[config.mk]
export PLATFORM = sky130hd
export DESIGN_NAME = fetch_entry_fifo
export DESIGN_NICKNAME = d
export VERILOG_FILES = /design/src/rtl/fetch_entry_fifo.sv
export SDC_FILE = /design/constraint.sdc
export NUM_CORES = 1
export LEC_CHECK = 0
export CORE_MARGIN = 2
export CORE_UTILIZATION = 31
export CTS_CLUSTER_DIAMETER = 100
export DETAILED_ROUTE_END_ITERATION = 16
export DONT_BUFFER_PORTS = 1
export GPL_ROUTABILITY_DRIVEN = 0
export GPL_TIMING_DRIVEN = 0
export PLACE_DENSITY_LB_ADDON = 0.1
export SETUP_SLACK_MARGIN = 0.2
export SKIP_LAST_GASP = 1
export SLEW_MARGIN = 20
export SYNTH_ARGS = -nofsm -noshare
export SYNTH_HDL_FRONTEND = slang
export SYNTH_SLANG_ARGS = --single-unit
[constraint.sdc]
create_clock -name clk_i -period 3 [get_ports clk_i]
set_input_delay 0.45 -clock clk_i [delete_from_list [all_inputs] [get_ports clk_i]]
set_output_delay 0.45 -clock clk_i [all_outputs]
set_load 0.02 [all_outputs]
[src/rtl/fetch_entry_fifo.sv]
// Elastic in-order buffer between the frontend fetch-entry output and id_stage.
// Optional same-cycle bypass when empty: define FETCH_FIFO_BYPASS_EN.

package ariane_pkg;
    typedef struct packed {
        logic [63:0] address;
        logic [31:0] instruction;
        logic        ex_valid;
    } fetch_entry_t;
endpackage

module fetch_entry_fifo #(
    parameter int unsigned DEPTH = 4
) (
    input  logic                         clk_i,
    input  logic                         rst_ni,
    input  logic                         flush_i,
    input  ariane_pkg::fetch_entry_t     fetch_entry_i,
    input  logic                         fetch_entry_valid_i,
    output logic                         fetch_entry_ready_o,
    output ariane_pkg::fetch_entry_t     fetch_entry_o,
    output logic                         fetch_entry_valid_o,
    input  logic                         fetch_entry_ready_i,
    output logic [$clog2(DEPTH+1)-1:0]   count_o
);
    localparam int unsigned PTR_W = $clog2(DEPTH);
    localparam int unsigned CNT_W = $clog2(DEPTH + 1);
    localparam logic [PTR_W-1:0] PTR_ONE = PTR_W'(1);
    localparam logic [CNT_W-1:0] CNT_ONE = CNT_W'(1);
    localparam logic [CNT_W-1:0] CNT_FULL = CNT_W'(DEPTH);

    ariane_pkg::fetch_entry_t mem_r [DEPTH];
    logic [PTR_W-1:0] wr_ptr_r;
    logic [PTR_W-1:0] rd_ptr_r;
    logic [CNT_W-1:0] count_r;

    logic full_s;
    logic empty_s;
    logic push_s;
    logic pop_s;
    logic through_s;
    logic wr_en_s;
    logic rd_en_s;
    logic valid_s;
    ariane_pkg::fetch_entry_t entry_s;

    assign full_s  = (count_r == CNT_FULL);
    assign empty_s = (count_r == {CNT_W{1'b0}});

    // Head presentation; with bypass an empty buffer forwards the incoming entry.
    always_comb begin
        valid_s = 1'b0;
        entry_s = mem_r[rd_ptr_r];
`ifdef FETCH_FIFO_BYPASS_EN
        if (empty_s) begin
            valid_s = fetch_entry_valid_i && !flush_i;
            entry_s = fetch_entry_i;
        end else begin
            valid_s = !flush_i;
            entry_s = mem_r[rd_ptr_r];
        end
`else
        if (empty_s) begin
            valid_s = 1'b0;
        end else begin
            valid_s = !flush_i;
        end
`endif
    end

    assign push_s = fetch_entry_valid_i && !full_s && !flush_i;
    assign pop_s  = valid_s && fetch_entry_ready_i && !flush_i;

`ifdef FETCH_FIFO_BYPASS_EN
    // An entry consumed in the cycle it arrives at an empty buffer is never stored.
    assign through_s = empty_s && push_s && pop_s;
`else
    assign through_s = 1'b0;
`endif

    assign wr_en_s = push_s && !through_s;
    assign rd_en_s = pop_s && !through_s;

    assign fetch_entry_ready_o = !full_s;
    assign fetch_entry_valid_o = valid_s;
    assign fetch_entry_o       = entry_s;
    assign count_o             = count_r;

    // Pointer and occupancy tracking; flush empties the buffer without touching storage.
    always_ff @(posedge clk_i or negedge rst_ni) begin
        if (!rst_ni) begin
            wr_ptr_r <= {PTR_W{1'b0}};
            rd_ptr_r <= {PTR_W{1'b0}};
            count_r  <= {CNT_W{1'b0}};
        end else if (flush_i) begin
            wr_ptr_r <= {PTR_W{1'b0}};
            rd_ptr_r <= {PTR_W{1'b0}};
            count_r  <= {CNT_W{1'b0}};
        end else begin
            if (wr_en_s) begin
                wr_ptr_r <= wr_ptr_r + PTR_ONE;
            end else begin
                wr_ptr_r <= wr_ptr_r;
            end
            if (rd_en_s) begin
                rd_ptr_r <= rd_ptr_r + PTR_ONE;
            end else begin
                rd_ptr_r <= rd_ptr_r;
            end
            if (wr_en_s && !rd_en_s) begin
                count_r <= count_r + CNT_ONE;
            end else if (rd_en_s && !wr_en_s) begin
                count_r <= count_r - CNT_ONE;
            end else begin
                count_r <= count_r;
            end
        end
    end

    // Entry storage, cleared only by reset.
    always_ff @(posedge clk_i or negedge rst_ni) begin
        if (!rst_ni) begin
            for (int i = 0; i < int'(DEPTH); i++) begin
                mem_r[i] <= '0;
            end
        end else if (wr_en_s) begin
            mem_r[wr_ptr_r] <= fetch_entry_i;
        end else begin
            mem_r[wr_ptr_r] <= mem_r[wr_ptr_r];
        end
    end

endmodule

==> flow_summary.ini, run 1 <==
[pwr]
sequentialPowerShare = 0.366
combPwrFrac = 0.417
p_per_area_nw_per_um2 = 1150
internal_power_w = 0.0159
p_switching_w = 0.0106
power_w = 0.0265
p_clk_frac = 0.217
swShare = 0.399
ir_worst_vdd_mv = 0.482
leakagePower_nw = 8.19

[global_routing]
grt_max_degree = 396
grt_pass1_wl_um = 113000
grt_use_total = 0.223
gr-total-overflow = 0
grt_pass1_vias = 16800
antenna_found_initial = 7

[die]
placementRows = 93
io_pins = 204
fp.dieW_um = 260
fp.dieArea_um2 = 67700
fp.dieH_um = 260
core_area_um2 = 64700
start_util = 0.314

[synthesis]
synth_seq_area_share = 0.486
synth_area_leaders = dfrtp_1 49%, mux4_2 21%, a31oi_1 12%
ys.flop_type = dfrtp_1
yosys-top-cells-count = 395 x dfrtp_1, 392 x nor2_1, 388 x a31oi_1, 194 x mux4_2, 128 x clkbuf_1
synth_edf_count = 0
netlist.area_leader.share = 0.486
synth.most_common_cell = dfrtp_1
yosysUniqueCellTypes = 42
synthArstFlopShare = 1.00
yosys.area.top_type = dfrtp_1
yosys_register_bits = 395
syn-num-nets = 1898
synth_warnings = 0
avgSynthCellArea_um2 = 11.4
synth_area_um2 = 20300
syn-instance-count = 1791

[route]
ant_nets = 0
first_pass_iters = 5
wl_um = 75500
drtIter0Drc = 1641
route.vias.total = 16500
drc = 0
vias_per_cell = 6.01
wire_per_inst_um = 27.6

[critical_path]
max_stage_delay_ps = 640
worstPathArrival_ps = 2260
cp-start-kind = flop
cp-end-kind = output pin
critPathSlowestCell = mux4_2
path_max_fanout = 10
cp_num_buf_inv = 3
cp_data_required_time_ps = 2550
worstPathCellList = buf_4, buf_8, buf_6, mux4_2
critical_path_class = reg -> out
crit_family = buffers and inverters

[timing]
fin_skew_ps = 27.4
rsz0062_at_grt = yes
setup_viol = 0
post-route-period-util = 0.902
post-route-min-period_ps = 2710
clock.fmax_mhz = 370
hold_ws_ps = -433
tightest_slew_ps = 983
drv_slew = 0
final_hold_viol_count = 395
relSlewSlack = 0.345

[cells_and_area]
nFillCells = 6545
nets = 1953
area_delta_synth_final_pct = 13.8
post-route-util = 0.358
drive_above_1_share = 0.208
multiInputGateArea_um2 = 9590
regArea_um2 = 9890
layout.cells.non_filler = 2737

[run_status]
status = finished with violations
violations = hold timing

[min_path]
hp-class = in -> async

[placement]
io_buffer_count = 0
dp.final_hpwl_um = 47800
placed_cells = 2646

[run]
maxCapViolCount = 0

[cts]
clock-root-buffer = clkbuf_16
cts_inserted_buffers = 48
clkLatencyLatePin_ps = 590
htreeDepth = 2
cts_tree = built
clk_path_buf_depth = 3
cts_sinks = 395
path_clk_slew_ps = 60
layout by cell type, fill, tap and decap left out, drive strengths merged, types with 2 or more instances in the layout:
| master | count |
|---|---|
| dfrtp | 395 |
| nor2 | 392 |
| a31oi | 388 |
| clkbuf | 207 |
| mux4 | 194 |
| nand3 | 100 |
| o21ai | 100 |
| buf | 54 |
| inv | 8 |
| diode | 4 |
| a21oi | 4 |
| ha | 4 |
| clkinv | 4 |
| nor2b | 2 |
| xor2 | 2 |
| bufinv | 2 |
cell families (layout without fill, tap and decap cells):
group | Yosys count | in the layout | share of synthesized area
buffers and inverters | 188 | 275 | 0.0429
and+or+nand+nor | 503 | 503 | 0.101
DFF | 395 | 395 | 0.486
adders and majority gates | 5 | 5 | 0.00344
xor gates and xnor gates | 2 | 2 | 0.000861
other | 0 | 4 | 0
AOI/OAI and AO/OA | 503 | 503 | 0.151
muxes | 195 | 195 | 0.215
what timing repair did:
item	4_1_cts	5_1_grt
setup endpoints to repair	470	227
hold endpoints to repair	395	395
resized for setup	82	31
pin swaps	1	2
setup buffers	2	3
worst paths after layout:
kind / start / end / slack (ps) / cells after the start
max: rd_ptr_r[0]$_DFFE_PN0P_ / fetch_entry_o[93] / 290 / 4
min in group clk_i: fetch_entry_i[94] / mem_r[288]$_DFFE_PN0P_ / 110 / 2
max in group asynchronous: rst_ni / mem_r[76]$_DFFE_PN0P_ / 2660 / 0
min reg2reg: mem_r[341]$_DFFE_PN0P_ / mem_r[341]$_DFFE_PN0P_ / 550 / 2
max reg2reg: count_o[0]$_DFFE_PN0P_ / count_o[2]$_DFFE_PN0P_ / 310 / 10
min: rst_ni / mem_r[314]$_DFFE_PN0P_ / -430 / 0
layout make-up:
type                            instances  area share
Sequential cell                       395       0.427
Multi-Input combinational cell       1208       0.414
Clock buffer                           76      0.0617
Tap cell                              855      0.0462
Buffer                                180      0.0437
Clock inverter                          6     0.00346
Timing Repair Buffer                    5     0.00162
Inverter                                8     0.00130
Antenna cell                            4    0.000433
registers in the layout, indices dropped and copies added (netlist names):
signal	flops
count_o	3
wr_ptr_r	2
rd_ptr_r	2
mem_r	388
worst register-to-register path, cell delays in order, from the launching register on:
cell and delay (ps):
dfrtp_2 480, buf_4 200, nor3b_4 280, buf_6 160, inv_2 50, buf_6 160
and3_1 170, fa_2 370, or3b_2 460, o21bai_1 160, a211oi_1 90
power by group through the flow:
stage | registers (W) | logic [W] | clock network [W]
after global placement | 0.00959 | 0.0109 | 0
after CTS | 0.00967 | 0.0111 | 0.00589
after detailed placement | 0.00973 | 0.0110 | 0
final | 0.00971 | 0.0111 | 0.00575
after global routing | 0.0101 | 0.0120 | 0.00611
after floorplan | 0.00913 | 0.00859 | 0
stage by stage:
stage	area (um^2)	setup slack [ps]	TNS [ps]
2_1_floorplan	20300	339	0
3_3_place_gp	21400	-631	-124830
3_5_place_dp	21400	-647	-137080
4_1_cts	23100	127	0
5_1_grt	23100	174	0
6_report	23100	295	0
layer usage:
layer | vias up | wire (um) | part of all wire | GRT usage
li1 | 7024 | - | - | -
met1 | 8620 | 31900 | 0.42 | 0.304
met2 | 668 | 35400 | 0.47 | 0.348
met3 | 133 | 5760 | 0.076 | 0.0506
met4 | 8 | 2370 | 0.031 | 0.0794
met5 | - | 55 | 0.00073 | 0
Note: power is estimated with default switching activity, not from simulation.
==> run 2: changes to the inputs <==
Settings changed: CELL_PAD_IN_SITES_DETAIL_PLACEMENT from default to 0, CELL_PAD_IN_SITES_GLOBAL_PLACEMENT from default to 1.
==> flow_summary.ini, run 2 (same netlist as run 1, synthesis figures left out) <==
[die]
fp.dieW_um = 260
placementRows = 93
io_pins = 204
core_area_um2 = 64700
fp.dieH_um = 260
start_util = 0.314
fp.dieArea_um2 = 67700

[cts]
htreeDepth = 2
cts_tree = built
clock-root-buffer = clkbuf_16
clk_path_buf_depth = 3
cts_inserted_buffers = 49
path_clk_slew_ps = 60
cts_sinks = 395
clkLatencyLatePin_ps = 600

[placement]
place_ws_ps = -606
io_buffer_count = 0
dp.final_hpwl_um = 48100
placed_cells = 2646

[pwr]
sequentialPowerShare = 0.365
swShare = 0.401
p_clk_frac = 0.220
internal_power_w = 0.0159
p_switching_w = 0.0107
combPwrFrac = 0.416
leakagePower_nw = 8.19
p_per_area_nw_per_um2 = 1150
ir_worst_vdd_mv = 0.409

[route]
drc = 0
wl_um = 76500
vias_per_cell = 5.93
route.vias.total = 16200
first_pass_iters = 5
wire_per_inst_um = 28.0
drtIter0Drc = 1416
ant_nets = 0

[cells_and_area]
layout.cells.non_filler = 2731
area_delta_synth_final_pct = 13.7
layout.cells.most_common = dfrtp_1
largest_register_ffs = 388
final_cell_mix = 393 x dfrtp_1, 392 x nor2_1, 388 x a31oi_1
nets = 1952
drive_above_1_share = 0.211
top_register = mem_r

[timing]
final_hold_viol_count = 395
fin_skew_ps = 14.9
clock.fmax_mhz = 369
post-route-min-period_ps = 2710
tightest_slew_ps = 1590
setup_viol = 0
layout_setup_ws_ps = 291
relSlewSlack = -0.0594
tns_ps = 0
drv_slew = 79
post-route-period-util = 0.903
rsz0062_at_grt = yes
hold_ws_ps = -442

[critical_path]
cp_data_required_time_ps = 2550
cp-end-kind = output pin
reg2regPathDepth = 10
worstPathArrival_ps = 2260
critPathSlowestCell = clkdlybuf4s15_2
path_max_fanout = 10
crit_cells = 3
max_stage_delay_ps = 540
worstPathCellList = buf_2, clkdlybuf4s15_2, mux4_2
cp-start-kind = flop
crit_family = buffers and inverters
cp_num_buf_inv = 2
critical_path_class = reg -> out

[global_routing]
grt_pass1_wl_um = 114000
antenna_found_initial = 3
grt_use_total = 0.225
grt_max_degree = 396
grt_pass1_vias = 16800
gr-total-overflow = 0

[run]
maxCapViolCount = 0

[run_status]
status = finished with violations
violations = hold timing, slew limit

[min_path]
hp-class = in -> async
==> run 2: cell types whose count changed in the layout (fill, tap and decap cells not counted), sizes merged <==
cell	previous run	this run
clkinv	4	9
diode	4	1
clkbuf	207	203
buf	54	49
clkdlybuf4s15	0	1
==> run 2: path summary, 6_finish.rpt <==
kind,start,end,slack (ps)
max,rd_ptr_r[1]$_DFFE_PN0P_,fetch_entry_o[91],290
min,rst_ni,mem_r[23]$_DFFE_PN0P_,-440
max reg2reg,count_o[2]$_DFFE_PN0P_,count_o[1]$_DFFE_PN0P_,310
min reg2reg,mem_r[282]$_DFFE_PN0P_,mem_r[282]$_DFFE_PN0P_,550
max in group asynchronous,rst_ni,mem_r[146]$_DFFE_PN0P_,2170
min in group clk_i,fetch_entry_i[53],mem_r[53]$_DFFE_PN0P_,110
==> run 2: routing by layer <==
metal	up-vias	track usage	wire length [um]
met1	8581	0.310	33400
met4	2	0.0619	1860
li1	7012	-	-
met2	477	0.360	36500
met3	114	0.0465	4650
met5	-	0	13
==> run 2: layout make-up <==
cell class	instances	area (um^2)
repair buffers	3	22.5
flip-flops and latches	395	9890
plain buffers	180	1010
clock inverters	11	105
diodes	1	2.50
multi-input cells	1208	9590
inverters	8	30.0
fillers	6494	41600
well taps	855	1070
clock buffers	70	1420
==> run 2: stage by stage <==
step	area, um^2	hold WS (ps)	power, W	utilization
after floorplan	20300	154	0.0177	-
after global placement	21400	174	0.0205	0.331
after detailed placement	21400	178	0.0208	0.331
after CTS	23100	-467	0.0267	0.357
after global routing	23100	-450	0.0282	0.358
final	23100	-442	0.0266	0.358
==> run 2: power groups by stage <==
stage	Clock, W	Combinational [W]	Sequential (W)
finish	0.00584	0.0110	0.00969
global route	0.00614	0.0120	0.0100
CTS	0.00597	0.0111	0.00965
detailed placement	0	0.0110	0.00971
global placement	0	0.0109	0.00961
floorplan	0	0.00859	0.00913
==> run 2: what timing repair did <==
item / in CTS / in global routing
endpoints found under the hold margin: 395 / 395
setup endpoints to repair: 396 / 302
gates resized for setup: 88 / 23
buffers inserted: 2 / 1
gates cloned: 0 / 0
pin swaps: 1 / 1
